<file path="src/rtl/imem_arbiter_if.sv">
// Bus between the CPU core (fetch/data ports), the code ROM and imem_arbiter.
// The master side is the core plus ROM. The slave side is the arbiter.
interface imem_arbiter_if;
   logic        f_req;
   logic [30:0] f_addr;
   logic        f_gnt;
   logic        f_rvalid;
   logic [31:0] f_rdata;
   logic        f_err;

   logic        d_req;
   logic [30:0] d_addr;
   logic        d_gnt;
   logic        d_rvalid;
   logic [31:0] d_rdata;
   logic        d_err;

   logic [30:0] rom_addr;
   logic [31:0] rom_data;
   logic        busy;

   modport master (
      output f_req, f_addr, d_req, d_addr, rom_data,
      input  f_gnt, f_rvalid, f_rdata, f_err,
      input  d_gnt, d_rvalid, d_rdata, d_err,
      input  rom_addr, busy
   );

   modport slave (
      input  f_req, f_addr, d_req, d_addr, rom_data,
      output f_gnt, f_rvalid, f_rdata, f_err,
      output d_gnt, d_rvalid, d_rdata, d_err,
      output rom_addr, busy
   );
endinterface

</file>
<file path="src/rtl/imem_arbiter.sv">
// Shares the single-ported code ROM between the fetch and data ports, with programmable wait states.
// Define IMEM_ARB_RANGE_CHK_EN to flag and short-circuit accesses beyond ROM_WORDS.
module imem_arbiter #(
   parameter int WAIT_STATES  = 0,
   parameter int STARVE_LIMIT = 3,
   parameter int ROM_WORDS    = 32
) (
   input logic           clk,
   input logic           reset,
   imem_arbiter_if.slave bus
);

   typedef enum logic {IDLE, ACCESS} state_t;

   if (WAIT_STATES < 0 || WAIT_STATES > 15 || STARVE_LIMIT < 1 || STARVE_LIMIT > 15 ||
       ROM_WORDS < 1) begin : g_bad_param
      $error("imem_arbiter: parameter out of range");
   end

   state_t      state_reg;
   logic [3:0]  cnt_reg;
   logic [3:0]  starve_reg;
   logic        owner_reg;      // 1 = data port owns the current access
   logic        oor_reg;
   logic        busy_reg;
   logic [30:0] rom_addr_reg;
   logic        f_rvalid_reg, d_rvalid_reg;
   logic [31:0] f_rdata_reg, d_rdata_reg;
   logic        f_err_reg, d_err_reg;

   logic        fetch_wins, data_wins;
   logic        f_gnt_w, d_gnt_w;
   logic [30:0] grant_addr;
   logic        grant_oor;
   logic [31:0] access_word;

   // Fetch takes the slot once it has lost STARVE_LIMIT times in a row, otherwise data has priority.
   assign fetch_wins = bus.f_req && (starve_reg == 4'(STARVE_LIMIT) || !bus.d_req);
   assign data_wins  = bus.d_req && !fetch_wins;
   assign f_gnt_w    = !reset && state_reg == IDLE && fetch_wins;
   assign d_gnt_w    = !reset && state_reg == IDLE && data_wins;
   assign grant_addr = data_wins ? bus.d_addr : bus.f_addr;

`ifdef IMEM_ARB_RANGE_CHK_EN
   assign grant_oor = ({2'b00, grant_addr[30:2]} >= 31'(ROM_WORDS));
`else
   assign grant_oor = 1'b0;
`endif

   assign access_word = oor_reg ? 32'd0 : bus.rom_data;

   always_ff @(posedge clk) begin
      if (reset) begin
         state_reg    <= IDLE;
         cnt_reg      <= '0;
         starve_reg   <= '0;
         owner_reg    <= 1'b0;
         oor_reg      <= 1'b0;
         busy_reg     <= 1'b0;
         rom_addr_reg <= '0;
         f_rvalid_reg <= 1'b0;
         d_rvalid_reg <= 1'b0;
         f_rdata_reg  <= '0;
         d_rdata_reg  <= '0;
         f_err_reg    <= 1'b0;
         d_err_reg    <= 1'b0;
      end else begin
         f_rvalid_reg <= 1'b0;
         d_rvalid_reg <= 1'b0;
         case (state_reg)
            IDLE: begin
               if (f_gnt_w || d_gnt_w) begin
                  state_reg    <= ACCESS;
                  busy_reg     <= 1'b1;
                  owner_reg    <= d_gnt_w;
                  oor_reg      <= grant_oor;
                  rom_addr_reg <= grant_addr;
                  cnt_reg      <= grant_oor ? 4'd0 : 4'(WAIT_STATES);
                  if (f_gnt_w)
                     starve_reg <= '0;
                  else if (bus.f_req && starve_reg != 4'hF)
                     starve_reg <= starve_reg + 4'd1;
               end
            end
            ACCESS: begin
               if (cnt_reg != 4'd0) begin
                  cnt_reg <= cnt_reg - 4'd1;
               end else begin
                  state_reg <= IDLE;
                  busy_reg  <= 1'b0;
                  if (owner_reg) begin
                     d_rvalid_reg <= 1'b1;
                     d_rdata_reg  <= access_word;
                     d_err_reg    <= oor_reg;
                  end else begin
                     f_rvalid_reg <= 1'b1;
                     f_rdata_reg  <= access_word;
                     f_err_reg    <= oor_reg;
                  end
               end
            end
            default: state_reg <= IDLE;
         endcase
      end
   end

   assign bus.f_gnt    = f_gnt_w;
   assign bus.d_gnt    = d_gnt_w;
   assign bus.f_rvalid = f_rvalid_reg;
   assign bus.d_rvalid = d_rvalid_reg;
   assign bus.f_rdata  = f_rdata_reg;
   assign bus.d_rdata  = d_rdata_reg;
   assign bus.f_err    = f_err_reg;
   assign bus.d_err    = d_err_reg;
   assign bus.rom_addr = rom_addr_reg;
   assign bus.busy     = busy_reg;

endmodule

</file>
<file path="src/flat_wrapper.sv">
// flat-port wrapper written by rule: the top's interface ports become plain ports
module imem_arbiter_flat 
#(
   parameter int WAIT_STATES  = 0,
   parameter int STARVE_LIMIT = 3,
   parameter int ROM_WORDS    = 32
)
  (clk, reset, bus_f_req, bus_f_addr, bus_d_req, bus_d_addr, bus_rom_data, bus_f_gnt, bus_f_rvalid, bus_f_rdata, bus_f_err, bus_d_gnt, bus_d_rvalid, bus_d_rdata, bus_d_err, bus_rom_addr, bus_busy);
  imem_arbiter_if bus_i ();
  input logic clk;
  input logic reset;
  input wire logic [$bits(bus_i.f_req)-1:0] bus_f_req;
  input wire logic [$bits(bus_i.f_addr)-1:0] bus_f_addr;
  input wire logic [$bits(bus_i.d_req)-1:0] bus_d_req;
  input wire logic [$bits(bus_i.d_addr)-1:0] bus_d_addr;
  input wire logic [$bits(bus_i.rom_data)-1:0] bus_rom_data;
  output wire logic [$bits(bus_i.f_gnt)-1:0] bus_f_gnt;
  output wire logic [$bits(bus_i.f_rvalid)-1:0] bus_f_rvalid;
  output wire logic [$bits(bus_i.f_rdata)-1:0] bus_f_rdata;
  output wire logic [$bits(bus_i.f_err)-1:0] bus_f_err;
  output wire logic [$bits(bus_i.d_gnt)-1:0] bus_d_gnt;
  output wire logic [$bits(bus_i.d_rvalid)-1:0] bus_d_rvalid;
  output wire logic [$bits(bus_i.d_rdata)-1:0] bus_d_rdata;
  output wire logic [$bits(bus_i.d_err)-1:0] bus_d_err;
  output wire logic [$bits(bus_i.rom_addr)-1:0] bus_rom_addr;
  output wire logic [$bits(bus_i.busy)-1:0] bus_busy;
  assign bus_i.f_req = bus_f_req;
  assign bus_i.f_addr = bus_f_addr;
  assign bus_i.d_req = bus_d_req;
  assign bus_i.d_addr = bus_d_addr;
  assign bus_i.rom_data = bus_rom_data;
  assign bus_f_gnt = bus_i.f_gnt;
  assign bus_f_rvalid = bus_i.f_rvalid;
  assign bus_f_rdata = bus_i.f_rdata;
  assign bus_f_err = bus_i.f_err;
  assign bus_d_gnt = bus_i.d_gnt;
  assign bus_d_rvalid = bus_i.d_rvalid;
  assign bus_d_rdata = bus_i.d_rdata;
  assign bus_d_err = bus_i.d_err;
  assign bus_rom_addr = bus_i.rom_addr;
  assign bus_busy = bus_i.busy;
  imem_arbiter #(.WAIT_STATES(WAIT_STATES), .STARVE_LIMIT(STARVE_LIMIT), .ROM_WORDS(ROM_WORDS)) u_core (.clk(clk), .reset(reset), .bus(bus_i));
endmodule
</file>
<file path="config.mk">
export PLATFORM = sky130hd
export DESIGN_NAME = imem_arbiter_flat
export DESIGN_NICKNAME = d
export VERILOG_FILES = /design/src/rtl/imem_arbiter_if.sv /design/src/rtl/imem_arbiter.sv /design/src/flat_wrapper.sv
export SDC_FILE = /design/constraint.sdc
export NUM_CORES = 1
export LEC_CHECK = 0
export ABC_AREA = 1
export ABC_CLOCK_PERIOD_IN_PS = 2100
export BUFFER_PORTS_ARGS = -buffer_cell sky130_fd_sc_hd__clkbuf_2
export CAP_MARGIN = 10
export CORE_AREA = 3 3 98 170
export CTS_BUF_LIST = sky130_fd_sc_hd__clkbuf_4
export DETAILED_ROUTE_END_ITERATION = 8
export DIE_AREA = 0 0 101 173
export PLACE_DENSITY_LB_ADDON = 0.05
export SETUP_SLACK_MARGIN = 0.4
export SLEW_MARGIN = 20
export SYNTH_ARGS = -nofsm -noshare
export SYNTH_HDL_FRONTEND = slang
export SYNTH_SLANG_ARGS = --single-unit
export TNS_END_PERCENT = 1
</file>
<file path="constraint.sdc">
create_clock -name clk -period 2.1 [get_ports clk]
set_clock_uncertainty 0.1 [all_clocks]
set_input_delay 0 -clock clk [delete_from_list [all_inputs] [get_ports clk]]
set_output_delay 0 -clock clk [all_outputs]
set_load 0.02 [all_outputs]
</file>
### Word-level counts from Yosys, hierarchy flattened

Index checks and enable logic that the tools add are counted.

* multiplexer cells: 14
* add/subtract/negate cells: 2
* reductions and logical operators: 20
* div/mod/pow operators: 0
* multipliers: 0
* shift-type cells: 0
* order comparisons: 0
* equal/unequal tests: 5
* bitwise logic cells: 3

Operators with widths (number)
* 31-bit two-way mux: 1
* 4-bit two-way mux: 4
* 3-bit AND reduction: 3
* 4-bit case mux with 2 select lines: 1
* 1-bit logical AND: 6
* 1-bit two-way mux: 6
* 2-bit inequality test, second input constant: 3
* 2-bit AND reduction: 3
* 4-bit by 1-bit adder with 4-bit output, second input constant: 1
* 4-bit by 2-bit equality test with 1-bit output, second input constant: 1
* 4-bit inequality test, second input constant: 1
* 1-bit case mux with 2 select lines: 2
* 4-bit nonzero test: 1
* 4-bit by 1-bit subtractor with 4-bit output, second input constant: 1
* 1-bit logical NOT: 3
* 1-bit NOT: 3
* 3-bit OR reduction: 1
* 1-bit logical OR: 2
* 2-bit nonzero test: 1

* latch bits: 0
* memories kept: 0
* memory bits (read-only): 0
* bits in writable memories: 0
* register bits after elaboration: 108
* logic and storage cells: 54
* output and inout bits: 102

### Longest topological paths before layout

Gate-level depths: netlist of run 1.

* depth after elaboration: 9
* mapped depth: 8
* gate-level depth less buffers: 8

### Worst setup path before layout of run 1

Ideal clock, no wire load.

* path kind: flip-flop to flip-flop
* start: register u_core.starve_reg[0]
* end: register u_core.starve_reg[0]
* buffers on the path: 1
* library setup time: 0.117 ns
* required time: 1.883 ns
* stages on the path, launching flop included: 7
* arrival time: 1.237 ns
* path slack: 0.646 ns
* cells stage by stage: dfxtp_1 ha_1 a31oi_4 buf_4 nand4_1 nand2_1 nor2_1

* word-level cells in the longest chain between the ends: 8
* elaborated cells on any way between the ends: 15
* those cells by class: 1 x add/sub; 2 x eq/ne; 2 x mux; 10 x reduce/logical

RTL lines
* start, declared: RTL line imem_arbiter.sv:22 `logic [3:0] starve_reg;`
* start signal, assigned: RTL line imem_arbiter.sv:82 `starve_reg <= starve_reg + 4'd1;`
* 4-bit by 2-bit equality test with 1-bit output: RTL line imem_arbiter.sv:38 `assign fetch_wins = bus.f_req && (starve_reg == 4'(STARVE_LIMIT) || !bus.d_req);`
* 1-bit logical OR: RTL line imem_arbiter.sv:38
* 1-bit logical AND: RTL line imem_arbiter.sv:38
* 1-bit logical NOT: RTL line imem_arbiter.sv:39 `assign data_wins = bus.d_req && !fetch_wins;`
* 1-bit logical AND: RTL line imem_arbiter.sv:39
* 1-bit logical AND: RTL line imem_arbiter.sv:41 `assign d_gnt_w = !reset && state_reg == IDLE && data_wins;`
* 1-bit logical OR: RTL line imem_arbiter.sv:72 `if (f_gnt_w || d_gnt_w) begin`
* 3-bit AND reduction (no line)

Several ways; a longest one is shown, not always the timed one. The select of a mux whose other input is x is not followed.
A chain may end at the register's enable or synchronous reset.

### Worst setup path in the final report of run 1

* start: register u_core.cnt_reg[0]
* end: register u_core.f_rdata_reg[18], in the netlist u_core.bus.f_rdata[18]

* word-level cells in the longest chain between the ends: 3

RTL lines
* start, declared: RTL line imem_arbiter.sv:21 `logic [3:0] cnt_reg;`
* start signal, assigned: RTL line imem_arbiter.sv:78 `cnt_reg <= grant_oor ? 4'd0 : 4'(WAIT_STATES);`
* start signal, assigned: RTL line imem_arbiter.sv:87 `cnt_reg <= cnt_reg - 4'd1;`
* 4-bit nonzero test: RTL line imem_arbiter.sv:86 `if (cnt_reg != 4'd0) begin`
* 1-bit NOT (no line)
* 3-bit AND reduction (no line)
* end signal, assigned: RTL line imem_arbiter.sv:97 `f_rdata_reg <= access_word;`
* end, declared: RTL line imem_arbiter.sv:28 `logic [31:0] f_rdata_reg, d_rdata_reg;`

Every way passes these cells.

==> results_dict.tcl, run 1 <==
set metrics [dict create \
    dieArea_sq_mm 0.01747 \
    stdcell_count 1085 \
    ioPinCount 200 \
    r2r_setup_slack_ns 0.49 \
    die_h_um 173 \
    cap_violations 0 \
    mostFrequentLayoutCells "clkbuf_2 (195), nand2_1 (144), nand3_1 (130)" \
    fillers 1590 \
    rsz0062_at_grt "true" \
    drc 0 \
    ys_ff_latch 108 \
    setup-violations-final 0 \
    path_cells "inv_2 > ha_4 > nand3_2 > nor2_4 > buf_12 > clkbuf_16 > nand3_1 > a21oi_1" \
    grt_pass1_vias 4986 \
    grt_max_degree 69 \
    worstMarginPinSlew_ns 0.7435 \
    overflow 0 \
    p_leak_uw 0.003283 \
    synth_cells 611 \
    hold_viol 0 \
    core_sq_mm 0.01546 \
    power.density_mw_per_mm2 619.0 \
    hold_end "u_core.bus.d_rdata[17]" \
    die_w_um 101 \
    min_delay_path_depth 4 \
    cts_sinks 108 \
    ys_types 27 \
    insertion_delay_ns 0.47 \
    layout.cells.most_common "clkbuf_2" \
    vias 4998 \
    dp_hpwl_um 9634 \
    place_congestion 0.7660 \
    pre_cts_ws_ns 0.3741 \
    critPathSlowestCell "dfxtp_1" \
    ant_nets 0 \
    clock-root-buffer "clkbuf_4" \
    timing.rr.start "u_core.cnt_reg[0]" \
    fin_tns_setup_ns 0 \
    final-seq-area_sq_mm 0.002172 \
    fin_ws_ns 0.4933 \
    nNetsFinal 993 \
    yosysWarnings 0 \
    cts.clk_slew.worst_paths_ns 0.18 \
    hold_start "bus_rom_data[17]" \
    cts_tree "built" \
    wl_um 14860 \
    port_buffers 197 \
    end_kind "flip-flop" \
    power.total_uw 4294 \
    max_slew_margin_pct 50.43 \
    cts-buffers-inserted 9 \
    irDropWorstVdd_mv 0.3250 \
    dr.pass1.iters 4 \
    yosysSeqAreaShare_pct 47.30 \
    dp_cells 962 \
    worstPathRequired_ns 2.39 \
    timing.rr.end "u_core.bus.f_rdata[18]" \
    drt-vias-per-instance 4.606 \
    multi_input_area_sq_mm 0.002024 \
    antenna_found_initial 1 \
    criticalPathCategory "flip-flop to flip-flop" \
    grt_pass1_wl_um 23440 \
    grt_usage_pct 16.44 \
    r2r_cells 8 \
    avgSynthCellArea_sq_um 7.481 \
    slew_violations 0 \
    cpLargestDelayFamily "buffers and inverters" \
    row_count 60 \
    syn_to_final_growth_pct 51.77 \
    max_freq_mhz 622.4 \
    fin_crit_ns 1.607 \
    final_layout_size_suffix_gt1_share_pct 28.84 \
    h-tree-depth 3 \
    initial_core_util_pct 29.56 \
    crit_arrival_ns 1.90 \
    routedWlPerCell_um 13.70 \
    drt_iter0_drc 134 \
    outcome "complete, no violations" \
    synth_area_sq_mm 0.004571 \
    start_kind "flip-flop" \
    clock_path_buffers 2 \
    critPathBufInv 3 \
    slowest_delay_ns 0.35 \
    hold_path_class "input pin to flip-flop" \
    holdWs_ns 0.2241 \
    fin_crit_sh_pct 76.51 \
    worstPathMaxFanout 21 \
]
repair_timing:
item	CTS	global route
gates cloned	0	1
pin swaps	1	5
setup buffers	3	5
hold buffers	97	0
gates resized for setup	5	25
endpoints found under the hold margin	106	0
setup endpoints to repair	93	97
worst register-to-register path: cells and delay by family, from the launching register on:
kind | cells | cell delay [ns]
AO/OA/AOI/OAI | 1 | 0.15
adder cells (fa/ha/maj) | 1 | 0.15
buffers and inverters | 3 | 0.41
flip-flops | 1 | 0.35
AND/OR/NAND/NOR | 3 | 0.39
cells by family after synthesis:
family,after synthesis,synth area share [%]
DFF,108,47.30
buffers and inverters,93,9.691
xor gates and xnor gates,1,0.1917
adders and majority gates,2,0.5474
AOI/OAI and AO/OA,80,9.280
other,1,0.08205
and+or+nand+nor,326,32.90
how the worst max path moves through the flow:
stage                          from                      to  slack (ns)  depth (start not counted)
6_report          u_core.cnt_reg[0]  u_core.bus.f_rdata[18]        0.49                          8
3_5_place_dp      u_core.cnt_reg[0]  u_core.bus.d_rdata[27]        0.37                          8
5_1_grt           u_core.cnt_reg[0]  u_core.bus.f_rdata[26]        0.36                          8
2_1_floorplan  u_core.starve_reg[0]    u_core.starve_reg[0]        0.65                          6
4_1_cts           u_core.cnt_reg[0]  u_core.bus.f_rdata[26]        0.35                          8
3_3_place_gp      u_core.cnt_reg[0]  u_core.bus.d_rdata[21]        0.40                          8
through the flow:
step	utilization (%)	area (sq um)
after detailed placement	36.59	5658
after global routing	44.85	6937
after floorplan	-	4574
after CTS	43.91	6790
final	44.85	6937
after global placement	36.59	5658
routing by layer:
layer	up-vias	routed length [um]	GRT usage, %
met5	-	0	0
met4	0	354	6.489
met3	22	889	3.391
met2	144	7808	30.12
met1	2281	5808	17.97
li1	2551	-	-
where the power goes:
part	internal, uW	leakage [uW]	switching, uW	total (uW)
clock	270	0.0000715	735	1000
combinational	466	0.00233	595	1060
sequential	2170	0.000883	63.5	2230
total	2900	0.00328	1390	4290
cell type report:
type	instances	area share, %
Clock buffer	10	1.082
Multi-Input combinational cell	411	29.18
Sequential cell	108	31.31
Antenna cell	1	0.03608
Tap cell	186	3.355
Inverter	48	2.670
Clock inverter	6	0.6494
Timing Repair Buffer	315	31.71
cell usage after synthesis:
| cell type | count | area (sq um) |
|---|---|---|
| a21oi_1 | 72 | 360.4 |
| a31oi_4 | 1 | 21.27 |
| buf_1 | 3 | 11.26 |
| buf_2 | 12 | 60.06 |
| buf_4 | 8 | 60.06 |
| buf_6 | 6 | 67.56 |
| clkbuf_1 | 13 | 48.80 |
| clkbuf_2 | 3 | 15.01 |
| clkinv_1 | 2 | 7.510 |
| conb_1 | 1 | 3.750 |
| dfxtp_1 | 108 | 2162 |
| ha_1 | 2 | 25.02 |
| inv_1 | 44 | 165.2 |
| inv_2 | 2 | 7.510 |
| nand2_1 | 146 | 548.0 |
| nand3_1 | 131 | 655.6 |
| nand4_1 | 7 | 43.79 |
| nor2_1 | 7 | 26.28 |
| nor2_2 | 1 | 6.260 |
| nor2_4 | 2 | 22.52 |
| nor3b_1 | 1 | 7.510 |
| o21ai_0 | 5 | 25.02 |
| o21ai_2 | 2 | 17.52 |
| or2_0 | 5 | 31.28 |
| or2_1 | 24 | 150.1 |
| or2_2 | 2 | 12.51 |
| xor2_1 | 1 | 8.760 |
(Power assumes the default switching activity.)
==> inputs of run 2 (changes only) <==
--- a/config.mk
+++ b/config.mk
@@ -6,7 +6,7 @@
 export NUM_CORES = 1
 export LEC_CHECK = 0
 export ABC_AREA = 1
-export ABC_CLOCK_PERIOD_IN_PS = 2100
+export ABC_CLOCK_PERIOD_IN_PS = 1400
 export BUFFER_PORTS_ARGS = -buffer_cell sky130_fd_sc_hd__clkbuf_2
 export CAP_MARGIN = 10
 export CORE_AREA = 3 3 98 170
==> constraint.sdc (replaced) <==
create_clock -name clk -period 1.4 [get_ports clk]
set_clock_uncertainty 0.1 [all_clocks]
set_input_delay 0 -clock clk [delete_from_list [all_inputs] [get_ports clk]]
set_output_delay 0 -clock clk [all_outputs]
set_load 0.02 [all_outputs]
==> results_dict.tcl, run 2 (same netlist as run 1, synthesis figures left out) <==
set metrics [dict create \
    hold_path_class "input pin to flip-flop" \
    drt_iter0_drc 132 \
    antenna_found_initial 1 \
    outcome "finished, violations left" \
    grt_pass1_vias 4993 \
    layout.cells.most_common "nand2_1" \
    worstMarginPinSlew_ns 0.7638 \
    die_w_um 101 \
    h-tree-depth 3 \
    setup-violations-final 102 \
    cts-buffers-inserted 9 \
    worstPathMaxFanout 3 \
    worstPathRequired_ns 1.30 \
    initial_core_util_pct 29.56 \
    cts_tree "built" \
    slew_violations 0 \
    grt_pass1_wl_um 23940 \
    fin_area_sq_mm 0.007333 \
    die_h_um 173 \
    violations "hold timing, setup timing" \
    dieArea_sq_mm 0.01747 \
    nNetsFinal 1013 \
    start_kind "flip-flop" \
    max_slew_margin_pct 49.08 \
    grt_usage_pct 16.67 \
    fin_ws_ns -0.1940 \
    clock_path_buffers 2 \
    row_count 60 \
    crit_arrival_ns 1.49 \
    cap_violations 0 \
    dp_hpwl_um 9551 \
    hold_viol 4 \
    rsz0062_at_grt "true" \
    clock-root-buffer "clkbuf_4" \
    irDropWorstVdd_mv 0.5382 \
    fin_crit_sh_pct 113.9 \
    cts_sinks 108 \
    grt_max_degree 69 \
    cts_hold_buffers 96 \
    wl_um 14520 \
    end_kind "primary output" \
    overflow 0 \
    syn_to_final_growth_pct 60.44 \
    dpl-instance-area_sq_mm 0.005936 \
    stdcell_count 1104 \
    port_buffers 197 \
    dp_cells 983 \
    core_sq_mm 0.01546 \
    place_congestion 0.7462 \
    insertion_delay_ns 0.45 \
    dr.pass1.iters 4 \
    criticalPathCategory "flip-flop to primary output" \
    ant_nets 0 \
    pre_cts_ws_ns -0.08627 \
    mostFrequentLayoutCells "nand2_1 (141), clkbuf_2 (138), nand3_1 (129)" \
    vias 5031 \
    fin_tns_setup_ns -8.193 \
    holdWs_ns -0.07723 \
    max_freq_mhz 627.4 \
    final_layout_size_suffix_gt1_share_pct 31.62 \
    fin_crit_ns 1.594 \
    cts.clk_slew.worst_paths_ns 0.17 \
    drt-vias-per-instance 4.557 \
    ioPinCount 200 \
    drc 0 \
    p_leak_uw 0.003419 \
    power.density_mw_per_mm2 893.0 \
    routedWlPerCell_um 13.15 \
]
[run 2: power by group]
group          leakage (uW)  total, uW  switching (uW)  internal [uW]
logic               0.00247       1730             916            816
clock network     0.0000624       1480            1100            376
registers          0.000883       3340            87.0           3250
total               0.00342       6550            2110           4440
[run 2: timing repair]
item / CTS / global route
endpoints found under the hold margin: 104 / 5
pin swaps: 3 / 3
buffers inserted: 6 / 3
endpoints found under the setup margin: 208 / 208
resized for setup: 75 / 15
[run 2: layout make-up]
type,count,area (sq um)
inverter,48,180.2
timing repair buffer,335,2555
antenna,1,2.502
clock buffer,9,67.56
tap,186,232.7
multi-input combinational,411,2073
clock inverter,6,53.80
fill,1567,8132
sequential,108,2168
[run 2: path summary, 6_finish.rpt]
path	cells past startpoint	slack [ns]	to	start
setup / recovery	6	-0.19	bus_f_gnt	u_core.starve_reg[1]
hold / removal	4	-0.08	u_core.bus.busy	bus_d_req
setup reg to reg	9	-0.17	u_core.bus.rom_addr[28]	u_core.starve_reg[1]
hold reg to reg	2	0.37	u_core.bus.f_rdata[15]	u_core.bus.f_rdata[15]
[run 2: worst max-delay path, cell delays in order (launching register included)]
cell	delay, ns
dfxtp_2	0.39
ha_4	0.16
nand2_2	0.07
a21oi_2	0.12
nand2_1	0.09
inv_1	0.08
clkbuf_8	0.14
[run 2: through the flow]
stage          total power (uW)  util (%)
4_1_cts                    6654     47.00
2_1_floorplan              4278         -
6_report                   6548     47.42
5_1_grt                    6998     47.42
3_3_place_gp               4827     38.38
3_5_place_dp               4850     38.38
[run 2: routing by layer]
metal	vias to the layer above	global-route usage, %	part of all wire (%)
li1	2584	-	-
met1	2286	18.21	39
met2	142	30.72	53
met3	19	4.199	6.2
met4	0	5.158	1.9
met5	-	0	0
